[config.mk]
export PLATFORM = sky130hd
export DESIGN_NAME = vga_timing_gen_flat
export DESIGN_NICKNAME = d
export VERILOG_FILES = /design/src/rtl/vga_timing_gen_pkg.sv /design/src/rtl/vga_timing_gen_if.sv /design/src/rtl/vga_timing_gen_axis_counter.sv /design/src/rtl/vga_timing_gen.sv /design/src/flat_wrapper.sv
export SDC_FILE = /design/constraint.sdc
export NUM_CORES = 1
export LEC_CHECK = 0
export ABC_AREA = 1
export ABC_CLOCK_PERIOD_IN_PS = 3100
export CORE_MARGIN = 5
export CORE_UTILIZATION = 60
export CTS_CLUSTER_DIAMETER = 40
export CTS_CLUSTER_SIZE = 16
export DETAILED_ROUTE_END_ITERATION = 10
export PLACE_DENSITY_LB_ADDON = 0.08
export SYNTH_ARGS = -nofsm -noshare
export SYNTH_HDL_FRONTEND = slang
export SYNTH_HIERARCHICAL = 1
export SYNTH_SLANG_ARGS = --single-unit
[constraint.sdc]
create_clock -name clk -period 3.1 [get_ports clk]
set_input_delay 0.62 -clock clk [delete_from_list [all_inputs] [get_ports clk]]
set_output_delay 0.62 -clock clk [all_outputs]
set_load 0.005 [all_outputs]
[src/rtl/vga_timing_gen_pkg.sv]
// -----------------------------------------------------------------------------
// vga_pkg
//   Shared constants for the VGA raster timing generator:
//   - sync polarity encoding
//   - mode presets (640x480@60 from 50 MHz with CLK_DIV=2,
//     800x600@72 from 50 MHz with CLK_DIV=1)
//   - clog2 helper used for elaboration-time width checks
// -----------------------------------------------------------------------------
package vga_pkg;

    typedef enum logic {
        SYNC_NEG = 1'b0,
        SYNC_POS = 1'b1
    } sync_pol_e;

    // 640x480@60, 25 MHz pixel clock
    localparam int        VGA640_H_ACTIVE = 640;
    localparam int        VGA640_H_FP     = 16;
    localparam int        VGA640_H_SYNC   = 96;
    localparam int        VGA640_H_BP     = 48;
    localparam int        VGA640_V_ACTIVE = 480;
    localparam int        VGA640_V_FP     = 10;
    localparam int        VGA640_V_SYNC   = 2;
    localparam int        VGA640_V_BP     = 33;
    localparam sync_pol_e VGA640_HS_POL   = SYNC_NEG;
    localparam sync_pol_e VGA640_VS_POL   = SYNC_NEG;
    localparam int        VGA640_CLK_DIV  = 2;

    // 800x600@72, 50 MHz pixel clock
    localparam int        SVGA800_H_ACTIVE = 800;
    localparam int        SVGA800_H_FP     = 56;
    localparam int        SVGA800_H_SYNC   = 120;
    localparam int        SVGA800_H_BP     = 64;
    localparam int        SVGA800_V_ACTIVE = 600;
    localparam int        SVGA800_V_FP     = 37;
    localparam int        SVGA800_V_SYNC   = 6;
    localparam int        SVGA800_V_BP     = 23;
    localparam sync_pol_e SVGA800_HS_POL   = SYNC_POS;
    localparam sync_pol_e SVGA800_VS_POL   = SYNC_POS;
    localparam int        SVGA800_CLK_DIV  = 1;

    // Number of bits needed to represent values 0..value-1 (0 for value<=1).
    function automatic int clog2(input int value);
        int r;
        int v;
        r = 0;
        v = value - 1;
        while (v > 0) begin
            r = r + 1;
            v = v >>> 1;
        end
        return r;
    endfunction

endpackage

[src/rtl/vga_timing_gen_if.sv]
// -----------------------------------------------------------------------------
// vga_timing_gen_if
//   Bundle between the timing generator and the pixel/colour pipeline.
//   en          : advance enable, driven by the consumer side
//   pix_ce      : one-clk strobe on the first clk of each new pixel
//   hsync/vsync : sync outputs at the configured polarity
//   de          : display enable (inside active area)
//   x / y       : current pixel column / line
//   line_start  : high for the whole pixel at x==0
//   frame_start : high for the whole pixel at x==0, y==0
//   master = generator side, slave = consumer side.
// -----------------------------------------------------------------------------
interface vga_timing_gen_if #(
    parameter int X_W = 11,
    parameter int Y_W = 10
);
    logic           en;
    logic           pix_ce;
    logic           hsync;
    logic           vsync;
    logic           de;
    logic [X_W-1:0] x;
    logic [Y_W-1:0] y;
    logic           line_start;
    logic           frame_start;

    modport master (
        input  en,
        output pix_ce, hsync, vsync, de, x, y, line_start, frame_start
    );

    modport slave (
        output en,
        input  pix_ce, hsync, vsync, de, x, y, line_start, frame_start
    );
endinterface

[src/rtl/vga_timing_gen_axis_counter.sv]
// -----------------------------------------------------------------------------
// vga_axis_counter
//   One raster axis (horizontal or vertical). Walks 0..TOTAL-1 on each step
//   and decodes the position the counter moves to on this step, so the parent
//   can register the decode on the same edge as the count.
//   clk, rst_n : clock, asynchronous active-low reset
//   step       : advance by one position
//   count      : position after this step (current position when not stepping)
//   wrap       : this step moves TOTAL-1 -> 0
//   active     : count lies in the active region
//   sync       : sync level for count (POL inside the sync region, ~POL else)
// -----------------------------------------------------------------------------
module vga_axis_counter #(
    parameter int ACTIVE = 640,
    parameter int FP     = 16,
    parameter int SYNC   = 96,
    parameter int BP     = 48,
    parameter bit POL    = 1'b0,
    parameter int W      = 11
) (
    input  logic         clk,
    input  logic         rst_n,
    input  logic         step,
    output logic [W-1:0] count,
    output logic         wrap,
    output logic         active,
    output logic         sync
);
    localparam int         TOTAL    = ACTIVE + FP + SYNC + BP;
    localparam logic [W:0] LAST_X   = (W+1)'(TOTAL - 1);
    localparam logic [W:0] ACT_X    = (W+1)'(ACTIVE);
    localparam logic [W:0] SYNC_B_X = (W+1)'(ACTIVE + FP);
    localparam logic [W:0] SYNC_E_X = (W+1)'(ACTIVE + FP + SYNC);

    logic [W-1:0] r_count;
    logic [W-1:0] w_next;
    logic [W:0]   w_next_x;
    logic         w_last;

    assign w_last   = ({1'b0, r_count} == LAST_X);
    assign w_next   = !step ? r_count : (w_last ? '0 : r_count + 1'b1);
    // one extra bit so region bounds equal to 2**W still compare correctly
    assign w_next_x = {1'b0, w_next};

    assign count  = w_next;
    assign wrap   = step && w_last;
    assign active = (w_next_x < ACT_X);
    assign sync   = ((w_next_x >= SYNC_B_X) && (w_next_x < SYNC_E_X)) ? POL : ~POL;

    // Parked on the last position so the first step after reset lands on 0.
    always_ff @(posedge clk or negedge rst_n) begin
        if (!rst_n) begin
            r_count <= W'(TOTAL - 1);
        end else begin
            r_count <= w_next;
        end
    end
endmodule

[src/rtl/vga_timing_gen.sv]
// -----------------------------------------------------------------------------
// vga_timing_gen
//   Parametrised VGA raster timing generator. A prescaler turns the system
//   clock into a pixel tick; horizontal and vertical axis counters walk the
//   raster; all outputs are registered together on the tick edge.
//   clk   : system clock (single domain)
//   rst_n : asynchronous active-low reset (released synchronously upstream)
//   bus   : vga_timing_gen_if master (en in; pix_ce, hsync, vsync, de,
//           x, y, line_start, frame_start out)
// -----------------------------------------------------------------------------
module vga_timing_gen
    import vga_pkg::*;
#(
    parameter int H_ACTIVE = 640,
    parameter int H_FP     = 16,
    parameter int H_SYNC   = 96,
    parameter int H_BP     = 48,
    parameter int V_ACTIVE = 480,
    parameter int V_FP     = 10,
    parameter int V_SYNC   = 2,
    parameter int V_BP     = 33,
    parameter bit HS_POL   = 1'b0,
    parameter bit VS_POL   = 1'b0,
    parameter int CLK_DIV  = 2,
    parameter int X_W      = 11,
    parameter int Y_W      = 10
) (
    input  logic              clk,
    input  logic              rst_n,
    vga_timing_gen_if.master  bus
);
    localparam int H_TOTAL = H_ACTIVE + H_FP + H_SYNC + H_BP;
    localparam int V_TOTAL = V_ACTIVE + V_FP + V_SYNC + V_BP;
    localparam int DIV_W   = (CLK_DIV > 1) ? clog2(CLK_DIV) : 1;
    localparam logic [DIV_W-1:0] DIV_LAST = DIV_W'(CLK_DIV - 1);

    if (CLK_DIV < 1) begin : g_bad_clk_div
        $error("vga_timing_gen: CLK_DIV must be >= 1");
    end
    if (clog2(H_TOTAL) > X_W) begin : g_bad_x_w
        $error("vga_timing_gen: X_W too narrow for H_TOTAL-1");
    end
    if (clog2(V_TOTAL) > Y_W) begin : g_bad_y_w
        $error("vga_timing_gen: Y_W too narrow for V_TOTAL-1");
    end

    logic [DIV_W-1:0] r_div;
    logic             w_tick;
    logic [X_W-1:0]   w_h_count;
    logic [Y_W-1:0]   w_v_count;
    logic             w_h_wrap, w_v_wrap;
    logic             w_h_active, w_v_active;
    logic             w_h_sync, w_v_sync;

    logic             r_pix_ce_p1;
    logic             r_hsync_p1;
    logic             r_vsync_p1;
    logic             r_de_p1;
    logic [X_W-1:0]   r_x_p1;
    logic [Y_W-1:0]   r_y_p1;
    logic             r_line_start_p1;
    logic             r_frame_start_p1;

    // With CLK_DIV=1 DIV_LAST is 0 and r_div never leaves 0, so tick == en.
    assign w_tick = bus.en && (r_div == DIV_LAST);

    always_ff @(posedge clk or negedge rst_n) begin
        if (!rst_n) begin
            r_div <= '0;
        end else if (bus.en) begin
            r_div <= (r_div == DIV_LAST) ? '0 : r_div + 1'b1;
        end
    end

    vga_axis_counter #(
        .ACTIVE (H_ACTIVE),
        .FP     (H_FP),
        .SYNC   (H_SYNC),
        .BP     (H_BP),
        .POL    (HS_POL),
        .W      (X_W)
    ) u_h_axis (
        .clk    (clk),
        .rst_n  (rst_n),
        .step   (w_tick),
        .count  (w_h_count),
        .wrap   (w_h_wrap),
        .active (w_h_active),
        .sync   (w_h_sync)
    );

    vga_axis_counter #(
        .ACTIVE (V_ACTIVE),
        .FP     (V_FP),
        .SYNC   (V_SYNC),
        .BP     (V_BP),
        .POL    (VS_POL),
        .W      (Y_W)
    ) u_v_axis (
        .clk    (clk),
        .rst_n  (rst_n),
        .step   (w_h_wrap),
        .count  (w_v_count),
        .wrap   (w_v_wrap),
        .active (w_v_active),
        .sync   (w_v_sync)
    );

    // ---- stage p1: registered outputs, all updated on the tick edge ----
    // The new h is 0 exactly when h wraps; v only steps on an h wrap, so the
    // new position is (0,0) exactly when v wraps.
    always_ff @(posedge clk or negedge rst_n) begin
        if (!rst_n) begin
            r_pix_ce_p1      <= 1'b0;
            r_hsync_p1       <= ~HS_POL;
            r_vsync_p1       <= ~VS_POL;
            r_de_p1          <= 1'b0;
            r_x_p1           <= '0;
            r_y_p1           <= '0;
            r_line_start_p1  <= 1'b0;
            r_frame_start_p1 <= 1'b0;
        end else begin
            r_pix_ce_p1 <= w_tick;
            if (w_tick) begin
                r_hsync_p1       <= w_h_sync;
                r_vsync_p1       <= w_v_sync;
                r_de_p1          <= w_h_active && w_v_active;
                r_x_p1           <= w_h_count;
                r_y_p1           <= w_v_count;
                r_line_start_p1  <= w_h_wrap;
                r_frame_start_p1 <= w_v_wrap;
            end
        end
    end

    assign bus.pix_ce      = r_pix_ce_p1;
    assign bus.hsync       = r_hsync_p1;
    assign bus.vsync       = r_vsync_p1;
    assign bus.de          = r_de_p1;
    assign bus.x           = r_x_p1;
    assign bus.y           = r_y_p1;
    assign bus.line_start  = r_line_start_p1;
    assign bus.frame_start = r_frame_start_p1;
endmodule

[src/flat_wrapper.sv]
// flat-port wrapper written by rule: the top's interface ports become plain ports
module vga_timing_gen_flat import vga_pkg::*;
#(
    parameter int H_ACTIVE = 640,
    parameter int H_FP     = 16,
    parameter int H_SYNC   = 96,
    parameter int H_BP     = 48,
    parameter int V_ACTIVE = 480,
    parameter int V_FP     = 10,
    parameter int V_SYNC   = 2,
    parameter int V_BP     = 33,
    parameter bit HS_POL   = 1'b0,
    parameter bit VS_POL   = 1'b0,
    parameter int CLK_DIV  = 2,
    parameter int X_W      = 11,
    parameter int Y_W      = 10
)
  (clk, rst_n, bus_en, bus_pix_ce, bus_hsync, bus_vsync, bus_de, bus_x, bus_y, bus_line_start, bus_frame_start);
  vga_timing_gen_if #(.X_W(X_W), .Y_W(Y_W)) bus_i ();
  input  logic clk;
  input  logic rst_n;
  input wire logic [$bits(bus_i.en)-1:0] bus_en;
  output wire logic [$bits(bus_i.pix_ce)-1:0] bus_pix_ce;
  output wire logic [$bits(bus_i.hsync)-1:0] bus_hsync;
  output wire logic [$bits(bus_i.vsync)-1:0] bus_vsync;
  output wire logic [$bits(bus_i.de)-1:0] bus_de;
  output wire logic [$bits(bus_i.x)-1:0] bus_x;
  output wire logic [$bits(bus_i.y)-1:0] bus_y;
  output wire logic [$bits(bus_i.line_start)-1:0] bus_line_start;
  output wire logic [$bits(bus_i.frame_start)-1:0] bus_frame_start;
  assign bus_i.en = bus_en;
  assign bus_pix_ce = bus_i.pix_ce;
  assign bus_hsync = bus_i.hsync;
  assign bus_vsync = bus_i.vsync;
  assign bus_de = bus_i.de;
  assign bus_x = bus_i.x;
  assign bus_y = bus_i.y;
  assign bus_line_start = bus_i.line_start;
  assign bus_frame_start = bus_i.frame_start;
  vga_timing_gen #(.H_ACTIVE(H_ACTIVE), .H_FP(H_FP), .H_SYNC(H_SYNC), .H_BP(H_BP), .V_ACTIVE(V_ACTIVE), .V_FP(V_FP), .V_SYNC(V_SYNC), .V_BP(V_BP), .HS_POL(HS_POL), .VS_POL(VS_POL), .CLK_DIV(CLK_DIV), .X_W(X_W), .Y_W(Y_W)) u_core (.clk(clk), .rst_n(rst_n), .bus(bus_i));
endmodule
Yosys cells after proc, flatten, opt, wreduce, memory -nomap -nowiden
Index checks and enable logic that the tools add are counted.
{"block": "word_totals", "in_bits": 3, "output_inout_bits": 27, "reg_bits": 49, "word_cells": 35}
{"block": "classes", "eq_ne": 2, "muxes": 7, "order_cmp": 6, "reduce_logical": 6, "addsub": 3}
{"operator": "$lt A11 B10 Y1 const B", "n": 2}
{"operator": "$mux W11", "n": 2}
{"operator": "$lt A10 B9 Y1 const B", "n": 2}
{"operator": "$mux W10", "n": 2}
{"operator": "$add A11 B1 Y11 const B", "n": 1}
{"operator": "$eq A11 B10 Y1 const B", "n": 1}
{"operator": "$ge A11 B10 Y1 const B", "n": 1}
{"operator": "$add A10 B1 Y10 const B", "n": 1}
{"operator": "$eq A10 B10 Y1 const B", "n": 1}
{"operator": "$ge A10 B9 Y1 const B", "n": 1}
{"operator": "$logic_and A1 B1 Y1", "n": 6}
{"operator": "$mux W1", "n": 3}
{"operator": "$add A1 B1 Y1 const B", "n": 1}

Depth between registers and ports, before layout
Gate-level depths: netlist of run 1.
{"block": "depth", "word_depth": 6, "mapped_depth": 18, "ltp_nobuf": 16}

Hierarchy
The synthesis of run 1 kept the hierarchy.
{"mod": "vga_timing_gen", "n_inst": 1, "area_each_um2": 1059.8, "cells_each": 114}
{"mod": "vga_axis_counter (u_core.u_h_axis)", "n_inst": 1, "area_each_um2": 750.7, "cells_each": 100}
{"mod": "vga_axis_counter (u_core.u_v_axis)", "n_inst": 1, "area_each_um2": 718.2, "cells_each": 105}

Worst setup path after synthesis of run 1
OpenSTA, ideal clock, no wires.
{"block": "synth_timing", "path_type": "input port to flip-flop", "startpoint": "input port bus_en", "endpoint": "register u_core.r_de_p1 (netlist: u_core/bus.de)", "n_path_buf": 3, "setup_slack_ps": 777, "path_stages": 16, "arrival_ps": 2195, "setup_time_ps": 128, "path_cell_list": "nand2_4 inv_6 buf_6 buf_2 nand4_2 inv_1 buf_6 nand3_2 nor2_4 nand3_1 nand2_1 nand3_2 nor2_2 nor2_1 nand2_1 o21ai_0"}
{"block": "synth_via", "elab_chain_len": 5, "word_cells_on_any_way": 7}
{"element": "start, declared", "line": "flat_wrapper.sv:22", "rtl": "input wire logic [$bits(bus_i.en)-1:0] bus_en;"}
{"element": "$logic_and A1 B1 Y1", "line": "vga_timing_gen.sv:65", "rtl": "assign w_tick = bus.en && (r_div == DIV_LAST);"}
{"element": "net u_core.w_tick", "line": "vga_timing_gen.sv:48", "rtl": "logic w_tick;"}
{"element": "$logic_and A1 B1 Y1", "line": "vga_timing_gen_axis_counter.sv:46", "rtl": "assign wrap = step && w_last;"}
{"element": "net u_core.w_h_wrap", "line": "vga_timing_gen.sv:51", "rtl": "logic w_h_wrap, w_v_wrap;"}
{"element": "$mux W10", "line": "vga_timing_gen_axis_counter.sv:41", "rtl": "assign w_next = !step ? r_count : (w_last ? '0 : r_count + 1'b1);"}
{"element": "net u_core.w_v_count[7]", "line": "vga_timing_gen.sv:50", "rtl": "logic [Y_W-1:0] w_v_count;"}
{"element": "$lt A10 B9 Y1", "line": "vga_timing_gen_axis_counter.sv:47", "rtl": "assign active = (w_next_x < ACT_X);"}
{"element": "net u_core.w_v_active", "line": "vga_timing_gen.sv:52", "rtl": "logic w_h_active, w_v_active;"}
{"element": "$logic_and A1 B1 Y1", "line": "vga_timing_gen.sv:127", "rtl": "r_de_p1 <= w_h_active && w_v_active;"}
{"element": "end signal, assigned", "line": "vga_timing_gen.sv:127"}
{"element": "end, declared", "line": "vga_timing_gen.sv:58", "rtl": "logic r_de_p1;"}
The timed path passes the listed nets, and every way through them passes these cells.
A chain may end at the register's enable or synchronous reset.

Final worst setup path of run 1
{"block": "layout_timing", "startpoint": "input port bus_en", "endpoint": "register u_core.r_de_p1 (netlist: u_core/bus.de)"}
{"block": "layout_via", "word_cells_on_any_way": 7}
{"element": "$logic_and A1 B1 Y1", "line": "vga_timing_gen.sv:65"}
{"element": "$mux W11", "line": "vga_timing_gen_axis_counter.sv:41"}
{"element": "$lt A11 B10 Y1", "line": "vga_timing_gen_axis_counter.sv:47"}
{"element": "net u_core.w_h_active", "line": "vga_timing_gen.sv:52"}
{"element": "$logic_and A1 B1 Y1", "line": "vga_timing_gen.sv:127"}
The timed path passes the listed nets, and every way through them passes these cells.

==> impl_metrics.json, run 1 <==
{
  "ant_nets": 0,
  "num-fill-cells": 323,
  "synth_cell_types": 30,
  "yosysSeqAreaShare": 0.4908,
  "layout.nets": 358,
  "synth-edff-count": 0,
  "fin_skew_ns": 0.003183,
  "placed_cell_area_um2": 2848,
  "clock_latency_ns": 0.30,
  "worst_ep_required_time_ns": 3.33,
  "grt_use_total": 0.2205,
  "dp.cells": 395,
  "fp.dieH_um": 74.92,
  "antenna_cells": 0,
  "multiInputGateArea_um2": 1065,
  "r2r_cells": 16,
  "synth_top_cell_by_area": "dfrtp_1",
  "antenna_found_initial": 0,
  "p_clk_frac": 0.270,
  "layout_setup_ws_ns": 0.6355,
  "synth_area_um2": 2529,
  "routed_wl_um": 5365,
  "final_area_um2": 2968,
  "post_drt_via_cell_ratio": 5.045,
  "seq_area_um2": 1241,
  "first_pass_iters": 4,
  "power_frac_comb": 0.243,
  "synth-async-reset-ratio": 1.000,
  "p_sw_uw": 529.9,
  "ctsLongestPathBuffers": 2,
  "dieArea_um2": 5613,
  "status": "finished clean",
  "path_class": "input pin to register",
  "cts_num_sinks": 49,
  "endpoint": "u_core/bus.de",
  "rows": 23,
  "fin_crit_sh": 0.7950,
  "yosysMostFrequentCell": "nand2_1",
  "die_x_um": 74.92,
  "start_util": 0.6232,
  "min_period_ns": 2.464,
  "path_clk_slew_ns": 0.09,
  "setup.worst_path.start_class": "input pin",
  "setup_violations": 0,
  "yosysWarningCount": 6,
  "max-cap-violations": 0,
  "grt_pass1_vias": 1994,
  "cp_max_fo": 40,
  "timing.rr.start": "u_core/u_h_axis/r_count[0]",
  "end_kind": "register",
  "synth.area.top_cells": "dfrtp_1, nand2_1, dfstp_2",
  "tightest_slew_ns": 1.052,
  "synthCells": 319,
  "grt_pass1_wl_um": 9280,
  "synth_top_family_by_area": "simple AND/OR/NAND/NOR gates",
  "finalMaxSlewViolations": 0,
  "rsz0062_at_grt": "no",
  "port_buffers": 29,
  "synthXorXnorAreaFrac": 0.003464,
  "hold_path.class": "register to register",
  "synth_compound_area_frac": 0.02128,
  "ctsHtreeMaxLevel": 2,
  "cp-startpoint": "bus_en",
  "syn-num-nets": 325,
  "drc": 0,
  "max_freq_mhz": 405.8,
  "core_area_um2": 4058,
  "synth_fa_ha_area_frac": 0.01484,
  "holdWs_ns": 0.4727,
  "postCtsSetupBuffers": 0,
  "avgSynthCellArea_um2": 7.927,
  "drtIter0Drc": 145,
  "relSlewSlack": 0.2986,
  "swShare": 0.3017,
  "ys.flop_type": "dfrtp_1",
  "grt_remaining_overflow": 0,
  "hold_viol_final": 0,
  "place_ws_ns": 0.3677,
  "synthTopCellsByCount": "nand2_1, inv_1, dfrtp_1, nor2_1, nand3_1",
  "synth.area.mux_share": 0,
  "seqPwrFrac": 0.487,
  "drive_gt1_frac": 0.1530,
  "internal-power_uw": 1226,
  "yosys_register_bits": 49,
  "num_io_pins": 30,
  "ir_worst_vdd_mv": 0.4247,
  "root_buffer": "clkbuf_8",
  "worstPathArrival_ns": 2.69,
  "cts_hold_buf": 0,
  "routabilityCongestion": 0.8946,
  "vias": 2033,
  "cts_resized": 0,
  "grt_max_degree": 50,
  "rr_endpoint": "u_core/bus.de",
  "cts_tree": "built",
  "powerDensity_nw_per_um2": 591.8,
  "dp_hpwl_um": 3701,
  "tns_ns": 0,
  "final_cells": 403,
  "synth_simple_gate_area_share": 0.3815,
  "cts_made_buffers": 5,
  "p_leak_uw": 0.001548,
  "wl_per_cell_um": 13.31,
  "reg2reg_slack_ns": 0.71,
  "syn_to_final_growth_pct": 17.37,
  "synth.top_cell.area_share": 0.3662,
  "whs_path_depth": 2
}
worst min-delay path by stage:
stage,from,endpoint
CTS,u_core/bus.vsync,u_core/bus.vsync
global placement,u_core/bus.vsync,u_core/bus.vsync
global route,u_core/bus.vsync,u_core/bus.vsync
finish,u_core/bus.vsync,u_core/bus.vsync
floorplan,rst_n,u_core/bus.de
detailed placement,u_core/bus.vsync,u_core/bus.vsync
sequential cells by signal, indices dropped and copies added, names as in the netlist:
signal                   cells
u_core/bus.hsync             1
u_core/r_div                 1
u_core/u_h_axis/r_count     11
u_core/bus.y                10
u_core/bus.line_start        1
u_core/bus.x                11
u_core/bus.pix_ce            1
u_core/bus.vsync             1
u_core/bus.de                1
u_core/u_v_axis/r_count     10
u_core/bus.frame_start       1
power groups by stage:
stage	logic [uW]	clock network [uW]	registers, uW
floorplan	234	0	858
global placement	417	0	861
detailed placement	423	0	866
CTS	432	487	857
global route	480	513	874
finish	427	473	856
worst max-delay path, cell delays in order:
cell             delay (ns)
clkdlybuf4s50_1        0.52
nand2_4                0.08
inv_6                  0.05
buf_4                  0.35
nand2_1                0.15
nor2_2                 0.22
nand4_1                0.18
nand3_1                0.15
nand2_1                0.07
o21ai_1                0.11
nand2_1                0.07
o21ai_0                0.12
cell usage in the layout, fill, tap and decap left out, types with 8 or more instances in the layout:
| master | instances |
|---|---|
| dfstp_2 | 12 |
| nand3_1 | 17 |
| nor2_1 | 19 |
| nand2_1 | 132 |
| dfrtp_1 | 37 |
| inv_1 | 39 |
| clkdlybuf4s50_1 | 28 |
| nand4_1 | 8 |
per-stage QoR:
step | total power, uW | util
floorplan | 1092 | -
global placement | 1278 | 0.7018
detailed placement | 1290 | 0.7018
CTS | 1776 | 0.7314
global route | 1867 | 0.7314
finish | 1756 | 0.7314
layout make-up:
| class | count | share of cell area |
|---|---|---|
| Sequential cell | 49 | 0.4182 |
| Multi-Input combinational cell | 220 | 0.3588 |
| Timing Repair Buffer | 32 | 0.1037 |
| Inverter | 44 | 0.05776 |
| Clock buffer | 6 | 0.02782 |
| Tap cell | 50 | 0.02108 |
| Clock inverter | 2 | 0.01265 |
logic make-up (layout without fill, tap and decap cells):
logic type	Yosys count	in the layout
simple gates	207	207
flops	49	49
xor+xnor	1	1
compound gates	9	9
fa+ha+maj	3	3
buf+inv	50	84
routing by layer:
layer / vias to the layer above / wire length, um / track usage
met5: - / 0 / 0
met4: 0 / 38 / 0.06126
met3: 4 / 259 / 0.05741
met2: 51 / 2452 / 0.3375
met1: 931 / 2614 / 0.3120
li1: 1047 / - / -
Power figures use the tool's default switching activity.
==> run 2: changes to the inputs <==
- ABC_CLOCK_PERIOD_IN_PS: 3100 -> 2100
- CORE_UTILIZATION: 60 -> 50
- clock period: 3.1 -> 2.1 ns (I/O delays scaled with it)
==> run 2 against run 1 <==
The flow now finishes with violations (setup timing). Clock-buffer cell count stayed put. Die area is 17% higher. Global-route usage is 2.0 points lower. Via count is 8.0% higher. Combinational power is 71% higher.
==> impl_metrics.json, run 2 (synthesis results as in run 1) <==
{
  "syn_to_final_growth_pct": 30.33,
  "final_common_cell": "nand2_1",
  "grt_pass1_wl_um": 10210,
  "fin_crit_sh": 1.033,
  "ctsHtreeMaxLevel": 2,
  "drc": 0,
  "dieArea_um2": 6580,
  "antenna_found_initial": 0,
  "root_buffer": "clkbuf_8",
  "cp_cell_sequence": "ha_4, inv_2, nor2_4, nand4_4, inv_4, buf_6, nand2_4, nor2_2, nor2_1, nor2_1, nand2_1, nor2_1, nand2_1, nor2_1, nand2_1, nand2_1, nand2_1",
  "wl_per_cell_um": 13.00,
  "use_met1": 0.2911,
  "vias": 2195,
  "grt_max_degree": 28,
  "grt_pass1_vias": 2221,
  "slowest_stage": "dfstp_2",
  "grt_use_total": 0.2008,
  "path_common_cell": "nand2_1",
  "die_x_um": 81.12,
  "setup_violations": 2,
  "num_io_pins": 30,
  "drive_gt1_frac": 0.2448,
  "finalMaxSlewViolations": 0,
  "top_usage_layer": "met2",
  "rsz0062_at_grt": "yes",
  "r2r_cells": 17,
  "cts_num_sinks": 49,
  "grt_remaining_overflow": 0,
  "core_area_um2": 4817,
  "relSlewSlack": 0.6583,
  "hold_viol_final": 0,
  "setup.worst_path.start_class": "register",
  "cpPeakStageDelay_ns": 0.57,
  "end_kind": "register",
  "worst_ep_required_time_ns": 2.35,
  "start_util": 0.5249,
  "final_cell_mix": "nand2_1, dfrtp_1, inv_1",
  "min_period_ns": 2.168,
  "post_drt_via_cell_ratio": 4.867,
  "dp_hpwl_um": 4047,
  "final_cells": 451,
  "fin_skew_ns": 0.007567,
  "cp_max_fo": 5,
  "tightest_slew_ns": 0.5126,
  "layout.nets": 389,
  "clock_latency_ns": 0.31,
  "cts_tree": "built",
  "violations": "setup timing",
  "reg2reg_slack_ns": -0.07,
  "ir_worst_vdd_mv": 0.6759,
  "status": "finished, violations left",
  "path_clk_slew_ns": 0.09,
  "drtIter0Drc": 215,
  "routabilityCongestion": 0.8737,
  "first_pass_iters": 4,
  "cts_made_buffers": 5,
  "rows": 25,
  "port_buffers": 29,
  "ant_nets": 0,
  "fp.dieH_um": 81.12,
  "use_met2": 0.2980,
  "grt_util_met3": 0.03991,
  "dp.cells": 438,
  "hold_path.class": "input pin to async pin",
  "antenna_cells": 0,
  "layout_setup_ws_ns": -0.06838,
  "ctsLongestPathBuffers": 2,
  "p_leak_uw": 0.001739,
  "max-cap-violations": 0,
  "worstPathArrival_ns": 2.42,
  "max_freq_mhz": 461.2,
  "routed_wl_um": 5864,
  "powerDensity_nw_per_um2": 809.6,
  "p_total_uw": 2668,
  "path_class": "register to register"
}
## run 2: changes by cell type in the layout (fill, tap and decap cells not counted), moves of 2 or more
cell | previous run | this run
buf_4 | 3 | 32
inv_1 | 39 | 36
nor2_1 | 19 | 16
inv_4 | 0 | 2
nand2_1 | 132 | 130
nand2_4 | 2 | 4
nor2_2 | 5 | 7
## run 2: repair_timing
action,CTS,global route
gates resized for setup,2,14
pin swaps,1,8
cloned,0,0
setup buffers,3,3
setup endpoints to repair,1,5
hold buffers,0,0
## run 2: worst paths after layout
path	from	to
min	rst_n	u_core/bus.y[2]
max in group asynchronous	rst_n	u_core/bus.vsync
min reg2reg	u_core/bus.hsync	u_core/bus.hsync
min in group clk	u_core/bus.hsync	u_core/bus.hsync
max	u_core/u_h_axis/r_count[0]	u_core/bus.vsync
max reg2reg	u_core/u_h_axis/r_count[0]	u_core/bus.vsync
## run 2: layout make-up
| type | count | area, um2 |
|---|---|---|
| fill | 400 | 1521 |
| sequential | 49 | 1241 |
| multi-input combinational | 220 | 1126 |
| timing repair buffer | 63 | 556.8 |
| inverter | 44 | 176.4 |
| tap | 67 | 83.83 |
| clock buffer | 6 | 72.57 |
| clock inverter | 2 | 38.79 |
## run 2: power by group
group	total (uW)	switching [uW]	internal (uW)
clock network	680	322	358
registers	1260	123	1140
logic	729	370	360
total	2670	815	1850
## run 2: worst max-delay path, delay by kind of cell (launching register included)
kind	cells	cell delay, ns
adder cells (fa/ha/maj)	1	0.14
buffers and inverters	3	0.29
flip-flops	1	0.57
AND/OR/NAND/NOR	13	1.12
## run 2: metrics by stage
stage	hold slack (ns)	setup TNS (ns)	cell area, um2	util	worst slack (ns)
2_1_floorplan	0.1244	0	2540	-	0.01477
3_3_place_gp	0.4233	-0.6578	3088	0.6410	-0.1180
3_5_place_dp	0.4199	-0.6868	3088	0.6410	-0.1540
4_1_cts	0.08066	0	3232	0.6709	0.01357
5_1_grt	0.09407	-0.4154	3296	0.6842	-0.2149
6_report	0.07473	-0.06910	3296	0.6842	-0.06838
## run 2: layer usage
| metal | up-vias | part of all wire |
|---|---|---|
| met4 | 0 | 0.018 |
| met5 | - | 0 |
| met3 | 10 | 0.048 |
| met2 | 64 | 0.44 |
| li1 | 1105 | - |
| met1 | 1016 | 0.49 |
